**config.mk**
```make
export PLATFORM = sky130hd
export DESIGN_NAME = uart_rx_param_flat
export DESIGN_NICKNAME = d
export VERILOG_FILES = /design/src/rtl/uart_rx_param_if.sv /design/src/rtl/uart_rx_param.sv /design/src/flat_wrapper.sv
export SDC_FILE = /design/constraint.sdc
export NUM_CORES = 1
export LEC_CHECK = 0
export ABC_AREA = 1
export BUFFER_PORTS_ARGS = -buffer_cell sky130_fd_sc_hd__clkbuf_2
export CAP_MARGIN = 40
export CORE_UTILIZATION = 30
export CTS_CLUSTER_SIZE = 30
export DETAILED_ROUTE_END_ITERATION = 8
export PLACE_DENSITY_LB_ADDON = 0.15
export SYNTH_ARGS = -nofsm -noshare
export SYNTH_HDL_FRONTEND = slang
export SYNTH_SLANG_ARGS = --single-unit
```
**constraint.sdc**
```tcl
create_clock -name clk -period 1.9 [get_ports clk]
set_clock_uncertainty 0.1 [all_clocks]
set_input_delay 0.095 -clock clk [delete_from_list [all_inputs] [get_ports clk]]
set_output_delay 0.095 -clock clk [all_outputs]
set_load 0.01 [all_outputs]
```
**src/rtl/uart_rx_param_if.sv**
```systemverilog
// Byte stream from the UART receiver to its consumer: valid/ready handshake with head data.
// master = receiver side, slave = consumer side.
interface uart_rx_param_if #(
    parameter int DATA_BITS = 8
);
    logic [DATA_BITS-1:0] m_data;
    logic                 m_valid;
    logic                 m_ready;

    modport master (
        output m_data,
        output m_valid,
        input  m_ready
    );

    modport slave (
        input  m_data,
        input  m_valid,
        output m_ready
    );
endinterface

```
**src/rtl/uart_rx_param.sv**
```systemverilog
// Parametrised UART receiver: 2-flop input synchroniser, configurable frame, error pulses, FWFT buffer.
// Define UART_RX_FIFO_EN for a FIFO_DEPTH-entry circular buffer; otherwise a single holding register.
module uart_rx_param #(
    parameter int DATA_BITS  = 8,
    parameter int PARITY     = 0,
    parameter int STOP_BITS  = 1,
    parameter int FIFO_DEPTH = 16,
    parameter int DIV_WIDTH  = 32
) (
    input  logic                        clk,
    input  logic                        reset,
    input  logic                        ser_rx,
    input  logic [DIV_WIDTH-1:0]        cfg_divider,
    uart_rx_param_if.master             m_if,
    output logic                        parity_err,
    output logic                        frame_err,
    output logic                        overrun,
    output logic [$clog2(FIFO_DEPTH):0] fifo_level
);
    localparam int LVL_W = $clog2(FIFO_DEPTH) + 1;
    localparam int BIT_W = $clog2(DATA_BITS + 1);

    localparam logic [2:0] S_IDLE   = 3'd0;
    localparam logic [2:0] S_START  = 3'd1;
    localparam logic [2:0] S_DATA   = 3'd2;
    localparam logic [2:0] S_PARITY = 3'd3;
    localparam logic [2:0] S_STOP   = 3'd4;
    localparam logic [2:0] S_BREAK  = 3'd5;

    function automatic logic parity_ok(input logic [DATA_BITS-1:0] data, input logic p);
        logic sum;
        sum = (^data) ^ p;
        if (PARITY == 1)
            return sum == 1'b1;
        else if (PARITY == 2)
            return sum == 1'b0;
        else
            return 1'b1;
    endfunction

    // Stage p0/p1: metastability guard on the asynchronous line, idles high
    logic rx_sync_p0;
    logic rx_sync_p1;
    logic rx_s;

    always_ff @(posedge clk) begin
        if (reset) begin
            rx_sync_p0 <= 1'b1;
            rx_sync_p1 <= 1'b1;
        end else begin
            rx_sync_p0 <= ser_rx;
            rx_sync_p1 <= rx_sync_p0;
        end
    end

    assign rx_s = rx_sync_p1;

    logic [2:0]           state;
    logic [DIV_WIDTH-1:0] cnt;
    logic [BIT_W-1:0]     bit_idx;
    logic                 stop_idx;
    logic [DATA_BITS-1:0] shreg;
    logic                 par_bad;
    logic                 tick;
    logic                 half;
    logic                 last_data;
    logic                 last_stop;
    logic                 push;

    assign tick      = (cnt == cfg_divider);
    assign half      = (cnt == (cfg_divider >> 1));
    assign last_data = (bit_idx == BIT_W'(DATA_BITS - 1));
    assign last_stop = (stop_idx == 1'(STOP_BITS - 1));
    // A word is pushed on the last good stop sample so it is visible on the following cycle
    assign push      = (state == S_STOP) && tick && rx_s && last_stop && !par_bad;

    always_ff @(posedge clk) begin
        if (reset) begin
            state      <= S_IDLE;
            cnt        <= '0;
            bit_idx    <= '0;
            stop_idx   <= 1'b0;
            par_bad    <= 1'b0;
            parity_err <= 1'b0;
            frame_err  <= 1'b0;
        end else begin
            parity_err <= 1'b0;
            frame_err  <= 1'b0;
            cnt        <= tick ? '0 : cnt + 1'b1;
            case (state)
                S_IDLE: begin
                    cnt <= '0;
                    if (!rx_s)
                        state <= S_START;
                end
                S_START: begin
                    if (half) begin
                        cnt      <= '0;
                        bit_idx  <= '0;
                        stop_idx <= 1'b0;
                        par_bad  <= 1'b0;
                        state    <= rx_s ? S_IDLE : S_DATA;
                    end
                end
                S_DATA: begin
                    if (tick) begin
                        bit_idx <= bit_idx + 1'b1;
                        if (last_data)
                            state <= (PARITY != 0) ? S_PARITY : S_STOP;
                    end
                end
                S_PARITY: begin
                    if (tick) begin
                        par_bad <= !parity_ok(shreg, rx_s);
                        state   <= S_STOP;
                    end
                end
                S_STOP: begin
                    // Framing takes priority: a low stop bit hides any parity error
                    if (tick) begin
                        if (!rx_s) begin
                            frame_err <= 1'b1;
                            state     <= S_BREAK;
                        end else if (last_stop) begin
                            parity_err <= par_bad;
                            state      <= S_IDLE;
                        end else begin
                            stop_idx <= 1'b1;
                        end
                    end
                end
                S_BREAK: begin
                    if (rx_s)
                        state <= S_IDLE;
                end
                default: state <= S_IDLE;
            endcase
        end
    end

    // Stage shift: line order is LSB first, so each sample enters at the MSB
    always_ff @(posedge clk) begin
        if (state == S_DATA && tick)
            shreg <= {rx_s, shreg[DATA_BITS-1:1]};
    end

    logic pop;
    logic full;
    logic accept;

    assign pop    = m_if.m_valid && m_if.m_ready;
    assign accept = push && (!full || pop);

    always_ff @(posedge clk) begin
        if (reset)
            overrun <= 1'b0;
        else
            overrun <= push && full && !pop;
    end

`ifdef UART_RX_FIFO_EN
    localparam int PTR_W = $clog2(FIFO_DEPTH);

    function automatic logic [LVL_W-1:0] next_level(input logic [LVL_W-1:0] lvl,
                                                    input logic inc, input logic dec);
        if (inc && !dec && lvl != LVL_W'(FIFO_DEPTH))
            return lvl + 1'b1;
        if (dec && !inc && lvl != '0)
            return lvl - 1'b1;
        return lvl;
    endfunction

    logic [DATA_BITS-1:0] mem [FIFO_DEPTH];
    logic [PTR_W-1:0]     wr_ptr;
    logic [PTR_W-1:0]     rd_ptr;
    logic [LVL_W-1:0]     level;

    assign full = (level == LVL_W'(FIFO_DEPTH));

    always_ff @(posedge clk) begin
        if (reset) begin
            wr_ptr <= '0;
            rd_ptr <= '0;
            level  <= '0;
        end else begin
            if (accept)
                wr_ptr <= wr_ptr + 1'b1;
            if (pop)
                rd_ptr <= rd_ptr + 1'b1;
            level <= next_level(level, accept, pop);
        end
    end

    always_ff @(posedge clk) begin
        if (accept)
            mem[wr_ptr] <= shreg;
    end

    // Storage is not reset, so the head is masked while empty to present zero
    assign m_if.m_valid = (level != '0);
    assign m_if.m_data  = m_if.m_valid ? mem[rd_ptr] : '0;
    assign fifo_level   = level;
`else
    logic [DATA_BITS-1:0] hold;
    logic                 hold_vld;

    assign full = hold_vld;

    always_ff @(posedge clk) begin
        if (reset) begin
            hold     <= '0;
            hold_vld <= 1'b0;
        end else if (accept) begin
            hold     <= shreg;
            hold_vld <= 1'b1;
        end else if (pop) begin
            hold_vld <= 1'b0;
        end
    end

    assign m_if.m_valid = hold_vld;
    assign m_if.m_data  = hold;
    assign fifo_level   = LVL_W'(hold_vld);
`endif

endmodule

```
**src/flat_wrapper.sv**
```systemverilog
// flat-port wrapper written by rule: the top's interface ports become plain ports
module uart_rx_param_flat 
#(
    parameter int DATA_BITS  = 8,
    parameter int PARITY     = 0,
    parameter int STOP_BITS  = 1,
    parameter int FIFO_DEPTH = 16,
    parameter int DIV_WIDTH  = 32
)
  (clk, reset, ser_rx, cfg_divider, parity_err, frame_err, overrun, fifo_level, m_if_m_data, m_if_m_valid, m_if_m_ready);
  uart_rx_param_if #(.DATA_BITS(DATA_BITS)) m_if_i ();
  input  logic clk;
  input  logic reset;
  input  logic ser_rx;
  input  logic [DIV_WIDTH-1:0] cfg_divider;
  output logic parity_err;
  output logic frame_err;
  output logic overrun;
  output logic [$clog2(FIFO_DEPTH):0] fifo_level;
  output wire logic [$bits(m_if_i.m_data)-1:0] m_if_m_data;
  output wire logic [$bits(m_if_i.m_valid)-1:0] m_if_m_valid;
  input wire logic [$bits(m_if_i.m_ready)-1:0] m_if_m_ready;
  assign m_if_m_data = m_if_i.m_data;
  assign m_if_m_valid = m_if_i.m_valid;
  assign m_if_i.m_ready = m_if_m_ready;
  uart_rx_param #(.DATA_BITS(DATA_BITS), .PARITY(PARITY), .STOP_BITS(STOP_BITS), .FIFO_DEPTH(FIFO_DEPTH), .DIV_WIDTH(DIV_WIDTH)) u_core (.clk(clk), .reset(reset), .ser_rx(ser_rx), .cfg_divider(cfg_divider), .m_if(m_if_i), .parity_err(parity_err), .frame_err(frame_err), .overrun(overrun), .fifo_level(fifo_level));
endmodule
```
After elaboration in Yosys (flattened, before gate mapping). Index checks and enable logic that the tools add are counted.

Word-level logic and storage cells: 91. Register bits after elaboration: 63. Output and inout bits: 17.

Multiplexer cells: 30. $add $sub $neg: 2. Reductions and logical operators: 25. Bitwise operators: 4. Eq/ne operators: 17.

Operators with widths (count): $mux 32 (2); $pmux 32 s2 (1); $add 32x1->32 const B (1); $eq 32x31->1 (1); $eq 32x32->1 (1); $mux 3 (9); $pmux 3 s6 (1); $ne 2x1->1 const B (7); $mux 1 (11); $logic_and 1x1->1 (9); $mux 4 (2); $pmux 4 s2 (1); $reduce_and 8->1 (1); $reduce_bool 2->1 (4); $eq 3x2->1 const B (2); $eq 3x3->1 const B (2); $reduce_and 3->1 (2); $reduce_or 5->1 (1); $add 4x1->4 const B (1); $eq 4x3->1 const B (1); $logic_not 1->1 (4); $not 1->1 (4); $pmux 1 s2 (2); $reduce_and 4->1 (1); 7 further kinds (7).

Depth between registers and ports, before layout. Gate-level depths: netlist of the first run.

Depth in word-level cells: 7. Mapped depth: 14. Depth with buffers taken out: 13.

Worst setup path after synthesis of the first run. OpenSTA, ideal clock, no wires.

Path type: register -> register. Start: register u_core.cnt[5]. End: register u_core.shreg[0] (enable). Cell stages (with the launch flop): 10. Buffers on the path: 1. Data required time: 1430 ps. Slack: -2 ps. Arrival time: 1431 ps. Cell sequence: dfxtp_1 -> buf_2 -> nand2_1 -> nand2_1 -> nand2_1 -> nor2_1 -> nand2_1 -> nor2_2 -> nand2_4 -> nor2_1.

Longest elaborated chain between the ends: 2.

RTL lines: from (decl) (RTL line uart_rx_param.sv:59) `logic [DIV_WIDTH-1:0] cnt;`; from (signal assigned) (RTL line uart_rx_param.sv:89) `cnt <= tick ? '0 : cnt + 1'b1;`; $eq 32x32->1 (RTL line uart_rx_param.sv:70) `assign tick = (cnt == cfg_divider);`; $logic_and 1x1->1 (RTL line uart_rx_param.sv:143) `if (state == S_DATA && tick)`; to (signal assigned) (RTL line uart_rx_param.sv:144) `shreg <= {rx_s, shreg[DATA_BITS-1:1]};`; to (decl) (RTL line uart_rx_param.sv:62) `logic [DATA_BITS-1:0] shreg;`.

Every way passes these cells. A chain may end at the register's enable or synchronous reset.

Worst setup path in the final report of the first run.
Start: register u_core.cnt[18]. End: register u_core.state[1].

Longest elaborated chain between the ends: 3. Elaborated cells on any way between the ends: 7.

RTL lines: $eq 32x32->1 / $eq 32x31->1 (equally long branches) (RTL line uart_rx_param.sv:70, uart_rx_param.sv:71); $ne 2x1->1 (no source line); $reduce_and 8->1 (no source line) (*); to (signal assigned) (RTL line uart_rx_param.sv:102) `state <= rx_s ? S_IDLE : S_DATA;`; to (signal assigned) (RTL line uart_rx_param.sv:109) `state <= (PARITY != 0) ? S_PARITY : S_STOP;`; to (decl) (RTL line uart_rx_param.sv:58) `logic [2:0] state;`.

Mark *: on every way between the ends. The rest lies on a longest branch, timed or not.

==> impl_metrics.json, run 1 <==
{
  "drt_iter0_markers": 202,
  "io_buffers": 47,
  "avgSynthCellArea_um2": 6.67,
  "synth_cell_type_count": 41,
  "r2r_start": "u_core.cnt[18]",
  "nets": 724,
  "antenna_found_initial": 0,
  "power.internal_mw": 2.84,
  "die_w_um": 116,
  "fin_util": 0.415,
  "grt_pass1_vias": 3564,
  "power_frac_clock": 0.386,
  "fill_cells": 1365,
  "whs_endpoint": "u_core.m_if.m_data[7]",
  "gr-total-overflow": 0,
  "place_hpwl_mm": 7.89,
  "hold-worst-slack_ns": 0.0429,
  "switching_power_mw": 1.37,
  "dieArea_um2": 13400,
  "cts_tree": "done",
  "min_path_type": "in2reg",
  "ff2ff_path_depth": 12,
  "clk_latency_ns": 0.33,
  "maxCapViolCount": 0,
  "rsz0062_at_grt": "yes",
  "async_flop_share": 0,
  "hold_violations": 0,
  "drive_gt1_frac": 0.315,
  "cts_made_buffers": 9,
  "initial_utilization": 0.308,
  "rr_endpoint": "u_core.state[1]",
  "route.detailed.drc": 0,
  "power_density_nw_per_um2": 804,
  "seqPwrFrac": 0.344,
  "vdd.ir_drop.worst_v": 0.000358,
  "leakage_nw": 2.14,
  "htree_levels": 3,
  "status": "finished, final reports clean",
  "syn2layout_area_growth_pct": 34.7,
  "hold_path_startpoint": "reset",
  "vias": 3830,
  "period_share": 0.983,
  "syn-cell-area_um2": 3890,
  "antennaDiodeCount": 0,
  "synth_ff_type": "dfxtp_1",
  "synth_seq_cells": 60,
  "cp_max_fo": 7,
  "via_per_inst": 4.44,
  "coreArea_um2": 12600,
  "dieHeight_um": 116,
  "finalSetupViolations": 0,
  "grt_first_pass_wirelength_mm": 16.8,
  "clk_pin_slew_worst_paths_ns": 0.06,
  "regToRegSetupSlack_ns": 0.03,
  "layout.cells.most_common": "nand2_1",
  "critPathCaptureType": "flop",
  "pin_count": 53,
  "yosysSeqAreaShare": 0.329,
  "post-place-cells": 835,
  "share_comb_of_total_power": 0.270,
  "first_pass_iters": 4,
  "wl_mm": 10.1,
  "crit_type": "reg2reg",
  "synth_warnings": 0,
  "slew_viol_final": 0,
  "grt_max_degree": 18,
  "wl_per_cell_um": 11.8,
  "numClockSinks": 60,
  "synth_cells": 583,
  "layout_common_cells": "167 x nand2_1, 72 x nor2_1, 56 x inv_1, 56 x buf_4, 47 x clkbuf_2",
  "rows": 41,
  "finalPower_mw": 4.21,
  "stdcell_count": 863,
  "synth_edf_count": 8,
  "cp-start-kind": "flop",
  "clock.fmax_ghz": 0.535,
  "min_path_cells": 2,
  "cts_root_buf": "clkbuf_16",
  "worstPathRequired_ns": 2.03,
  "tns_ns": 0,
  "final.min_clock_period_ns": 1.87,
  "crit_arrival_ns": 2.00,
  "place_congestion": 0.806,
  "max-clock-path-buffers": 2,
  "grtUsageTotal": 0.163,
  "switching_share": 0.325,
  "ant_nets": 0
}
power groups by stage:
stage | Clock [mW] | Sequential [mW] | Combinational (mW)
after floorplan | 0 | 1.45 | 0.707
after global routing | 1.73 | 1.46 | 1.28
after CTS | 1.67 | 1.45 | 1.05
after global placement | 0 | 1.46 | 1.01
after detailed placement | 0 | 1.46 | 1.03
final | 1.62 | 1.45 | 1.14
stage by stage:
stage	instance area [um^2]	setup slack [ns]
2_1_floorplan	3910	0.0517
3_3_place_gp	4650	-0.0644
3_5_place_dp	4650	-0.0602
4_1_cts	5020	-0.0268
5_1_grt	5240	-0.105
6_report	5240	0.0322
routing by layer:
| layer | track usage | vias to the layer above | wire length, um |
|---|---|---|---|
| li1 | - | 2028 | - |
| met1 | 0.219 | 1709 | 5080 |
| met2 | 0.248 | 72 | 4420 |
| met3 | 0.0298 | 21 | 384 |
| met4 | 0.0838 | 0 | 257 |
| met5 | 0 | - | 0 |
worst max-delay path by stage:
stage,from,end,slack (ns)
after floorplan,u_core.cnt[0],u_core.cnt[26],0.05
after global placement,u_core.cnt[0],u_core.cnt[26],-0.06
after detailed placement,u_core.cnt[0],u_core.cnt[26],-0.06
after CTS,u_core.cnt[10],u_core.cnt[30],-0.03
after global routing,u_core.cnt[0],u_core.state[2],-0.10
final,u_core.cnt[18],u_core.state[1],0.03
synthesized netlist by cell type (2+ instances only):
master | count | area share
inv_1 | 60 | 0.058
nor2_2 | 8 | 0.013
nor2_1 | 77 | 0.074
edfxtp_1 | 8 | 0.062
inv_2 | 12 | 0.012
nand3_2 | 6 | 0.015
a31oi_1 | 2 | 0.0032
buf_4 | 8 | 0.015
nor3b_2 | 2 | 0.0064
dfxtp_1 | 52 | 0.27
o21ai_1 | 2 | 0.0026
clkbuf_1 | 3 | 0.0029
a21oi_1 | 16 | 0.021
ha_1 | 2 | 0.0064
nand3_1 | 16 | 0.021
nor4_1 | 5 | 0.0080
nor3_1 | 12 | 0.015
nor3_2 | 2 | 0.0051
xnor2_1 | 26 | 0.059
nand2_2 | 6 | 0.0097
nand4_1 | 23 | 0.037
o21ai_0 | 6 | 0.0077
or2_0 | 3 | 0.0048
nand2_1 | 177 | 0.17
or2_2 | 2 | 0.0032
nor2_4 | 4 | 0.012
buf_2 | 14 | 0.018
nor3b_1 | 2 | 0.0039
xor2_1 | 15 | 0.034
sequential cells by signal, summed over array words and instances (netlist names):
| signal | count |
|---|---|
| u_core.bit_idx | 4 |
| u_core.cnt | 32 |
| u_core.frame_err | 1 |
| u_core.m_if.m_data | 8 |
| u_core.m_if.m_valid | 1 |
| u_core.overrun | 1 |
| u_core.rx_s | 1 |
| u_core.rx_sync_p0 | 1 |
| u_core.shreg | 8 |
| u_core.state | 3 |
worst max-delay path, cell delays in order, from the launching register on:
cell     delay (ns)
dfxtp_1        0.44
nand2_1        0.08
nand2_1        0.07
nand2_1        0.05
nor2_1         0.13
nand2_2        0.10
nor2_4         0.19
nand2_8        0.12
a21oi_4        0.18
buf_4          0.13
nand4_1        0.07
nand2_1        0.07
nor2_1         0.04
what timing repair did:
action	4_1_cts	5_1_grt
setup endpoints to repair	26	57
pin swaps	9	29
hold buffers	1	0
setup buffers	4	5
endpoints found under the hold margin	1	0
gates resized for setup	13	45
gates cloned	0	2
logic make-up after synthesis:
family	count (synthesis)	share of synthesized area
adder cells (fa/ha/maj)	2	0.00643
AND/OR/NAND/NOR	349	0.416
XOR/XNOR	41	0.0923
flip-flops	60	0.329
buffers and inverters	99	0.108
AO/OA/AOI/OAI	31	0.0467
other	1	0.000964
area by class of cell:
| cell class | instances | area (um^2) | share of cell area |
|---|---|---|---|
| clock buffers | 10 | 229 | 0.0437 |
| clock inverters | 6 | 65.1 | 0.0124 |
| inverters | 73 | 274 | 0.0523 |
| multi-input cells | 430 | 2370 | 0.452 |
| flip-flops and latches | 60 | 1310 | 0.249 |
| well taps | 172 | 215 | 0.0411 |
| repair buffers | 112 | 782 | 0.149 |
Note: power is estimated with default switching activity, not from simulation.
==> run 2: changes to the inputs <==
--- a/config.mk
+++ b/config.mk
@@ -8,6 +8,7 @@
 export ABC_AREA = 1
 export BUFFER_PORTS_ARGS = -buffer_cell sky130_fd_sc_hd__clkbuf_2
 export CAP_MARGIN = 40
+export CORE_MARGIN = 8
 export CORE_UTILIZATION = 30
 export CTS_CLUSTER_SIZE = 30
 export DETAILED_ROUTE_END_ITERATION = 8
==> run 2 against run 1 <==
Compared with the run above:
- the run now ends with negative setup slack left
- critical path depth down 3
- worst setup slack worse by 0.074 ns
- clock power rose by 2%
- non-clock buffer count down 4
- die area up 26%
- via count down 1.0%
- total power is 0.88% lower
- highest routed layer unchanged
==> impl_metrics.json, run 2 (synthesized netlist as in run 1, its figures left out) <==
{
  "status": "finished with violations",
  "violations": "negative setup slack",
  "min_path_type": "in2reg",
  "post-place-cells": 833,
  "critPathCaptureType": "flop",
  "ant_nets": 0,
  "wl_met2_mm": 4.66,
  "nets": 720,
  "htree_levels": 3,
  "fin_ws_ns": -0.0421,
  "crit_path_frequent_cell": "nor2_4",
  "fin_util": 0.412,
  "initial_utilization": 0.308,
  "period_share": 1.02,
  "wl_mm": 10.4,
  "vdd.ir_drop.worst_v": 0.000379,
  "max-clock-path-buffers": 2,
  "pin_count": 53,
  "grt_first_pass_wirelength_mm": 17.0,
  "path_buf_inv": 2,
  "grt_pass1_vias": 3592,
  "cp-endpoint": "u_core.shreg[1]",
  "clk_pin_slew_worst_paths_ns": 0.06,
  "cts_root_buf": "clkbuf_16",
  "cts_made_buffers": 9,
  "regToRegSetupSlack_ns": -0.04,
  "drive_gt1_frac": 0.309,
  "crit_start": "u_core.cnt[20]",
  "crit_arrival_ns": 1.89,
  "coreArea_um2": 12600,
  "grtUsageTotal": 0.128,
  "place_congestion": 0.847,
  "path_cells": "xnor2_1 -> nand2_1 -> nor2_1 -> nand2_2 -> nor2_4 -> nand2_8 -> buf_4 -> nor2_4 -> buf_6",
  "clock.fmax_ghz": 0.515,
  "hold_path_startpoint": "reset",
  "worstPathRequired_ns": 1.84,
  "place_hpwl_mm": 8.24,
  "top_layer": "met4",
  "crit_type": "reg2reg",
  "r2r_start": "u_core.cnt[20]",
  "power_density_nw_per_um2": 803,
  "gr-total-overflow": 0,
  "antennaDiodeCount": 0,
  "die_w_um": 130,
  "maxCapViolCount": 0,
  "via_per_inst": 4.41,
  "fill_cells": 1351,
  "drt_iter0_markers": 152,
  "dieArea_um2": 16900,
  "stdcell_count": 859,
  "syn2layout_area_growth_pct": 33.6,
  "largest_reg_flops": 32,
  "max_stage_delay_ns": 0.39,
  "rsz0062_at_grt": "yes",
  "vias": 3791,
  "min_path_cells": 2,
  "rows": 41,
  "wl_per_cell_um": 12.1,
  "leakage_nw": 2.14,
  "cp_max_fo": 8,
  "layout_common_cells": "169 x nand2_1, 72 x nor2_1, 55 x inv_1",
  "slew_viol_final": 0,
  "met3_length_um": 397,
  "grt_max_degree": 28,
  "numClockSinks": 60,
  "antenna_found_initial": 0,
  "finalSetupViolations": 9,
  "crit_family": "simple AND/OR/NAND/NOR gates",
  "io_buffers": 47,
  "largest_register": "u_core.cnt",
  "layout.cells.most_common": "nand2_1",
  "route.detailed.drc": 0,
  "cp-start-kind": "flop",
  "dieHeight_um": 130,
  "cts_tree": "done",
  "hold_violations": 0,
  "final.min_clock_period_ns": 1.94,
  "cp_slowest_cell": "dfxtp_1",
  "met1_length_mm": 5.28,
  "rr_endpoint": "u_core.shreg[1]",
  "path_depth": 9,
  "clk_latency_ns": 0.33,
  "first_pass_iters": 5,
  "ff2ff_path_depth": 9
}
-- run 2: cell types whose count changed in the layout (fill, tap and decap cells not counted), sizes merged --
cell,delta
buf,-4
clkinv,-1
clkbuf,+1
-- run 2: area by class of cell --
cell class,count,area [um^2],area share
multi-input combinational,430,2360,0.454
timing repair buffer,108,739,0.142
tap,172,215,0.0414
clock buffer,11,243,0.0467
sequential,60,1300,0.251
inverter,73,274,0.0527
clock inverter,5,61.3,0.0118
-- run 2: how the worst min path moves through the flow --
stage                                       end
final                         u_core.bit_idx[3]
after CTS                 u_core.m_if.m_data[2]
after global placement        u_core.rx_sync_p0
after global routing      u_core.m_if.m_data[2]
after floorplan                  u_core.overrun
after detailed placement      u_core.rx_sync_p0
-- run 2: where the power goes --
| part | switching (mW) | leakage (nW) | total (mW) | internal [mW] |
|---|---|---|---|---|
| Sequential | 0.0846 | 0.500 | 1.44 | 1.36 |
| Combinational | 0.652 | 1.50 | 1.08 | 0.423 |
| Clock | 0.603 | 0.138 | 1.66 | 1.05 |
-- run 2: timing repair --
| item | CTS | global route |
|---|---|---|
| hold endpoints to repair | 1 | 0 |
| resized for setup | 9 | 48 |
| setup buffers | 0 | 7 |
| gates cloned | 0 | 2 |
| hold buffers | 1 | 0 |
| setup endpoints to repair | 26 | 53 |
| pin swaps | 0 | 25 |
-- run 2: layer usage --
metal	global-route usage	vias up
met3	0.0330	4
li1	-	2026
met1	0.169	1707
met4	0.0410	0
met2	0.198	54
met5	0	-
-- run 2: per-stage QoR --
step	instance area, um^2	hold slack [ns]	setup WS [ns]	total power, mW	TNS (ns)
detailed placement	4620	0.182	-0.159	2.46	-0.651
global route	5200	0.0744	-0.154	4.45	-3.41
CTS	4960	0.0466	-0.0143	4.14	-0.0143
global placement	4620	0.182	-0.169	2.44	-0.391
finish	5200	0.0457	-0.0421	4.17	-0.336
floorplan	3910	0.0718	0.0517	2.15	0
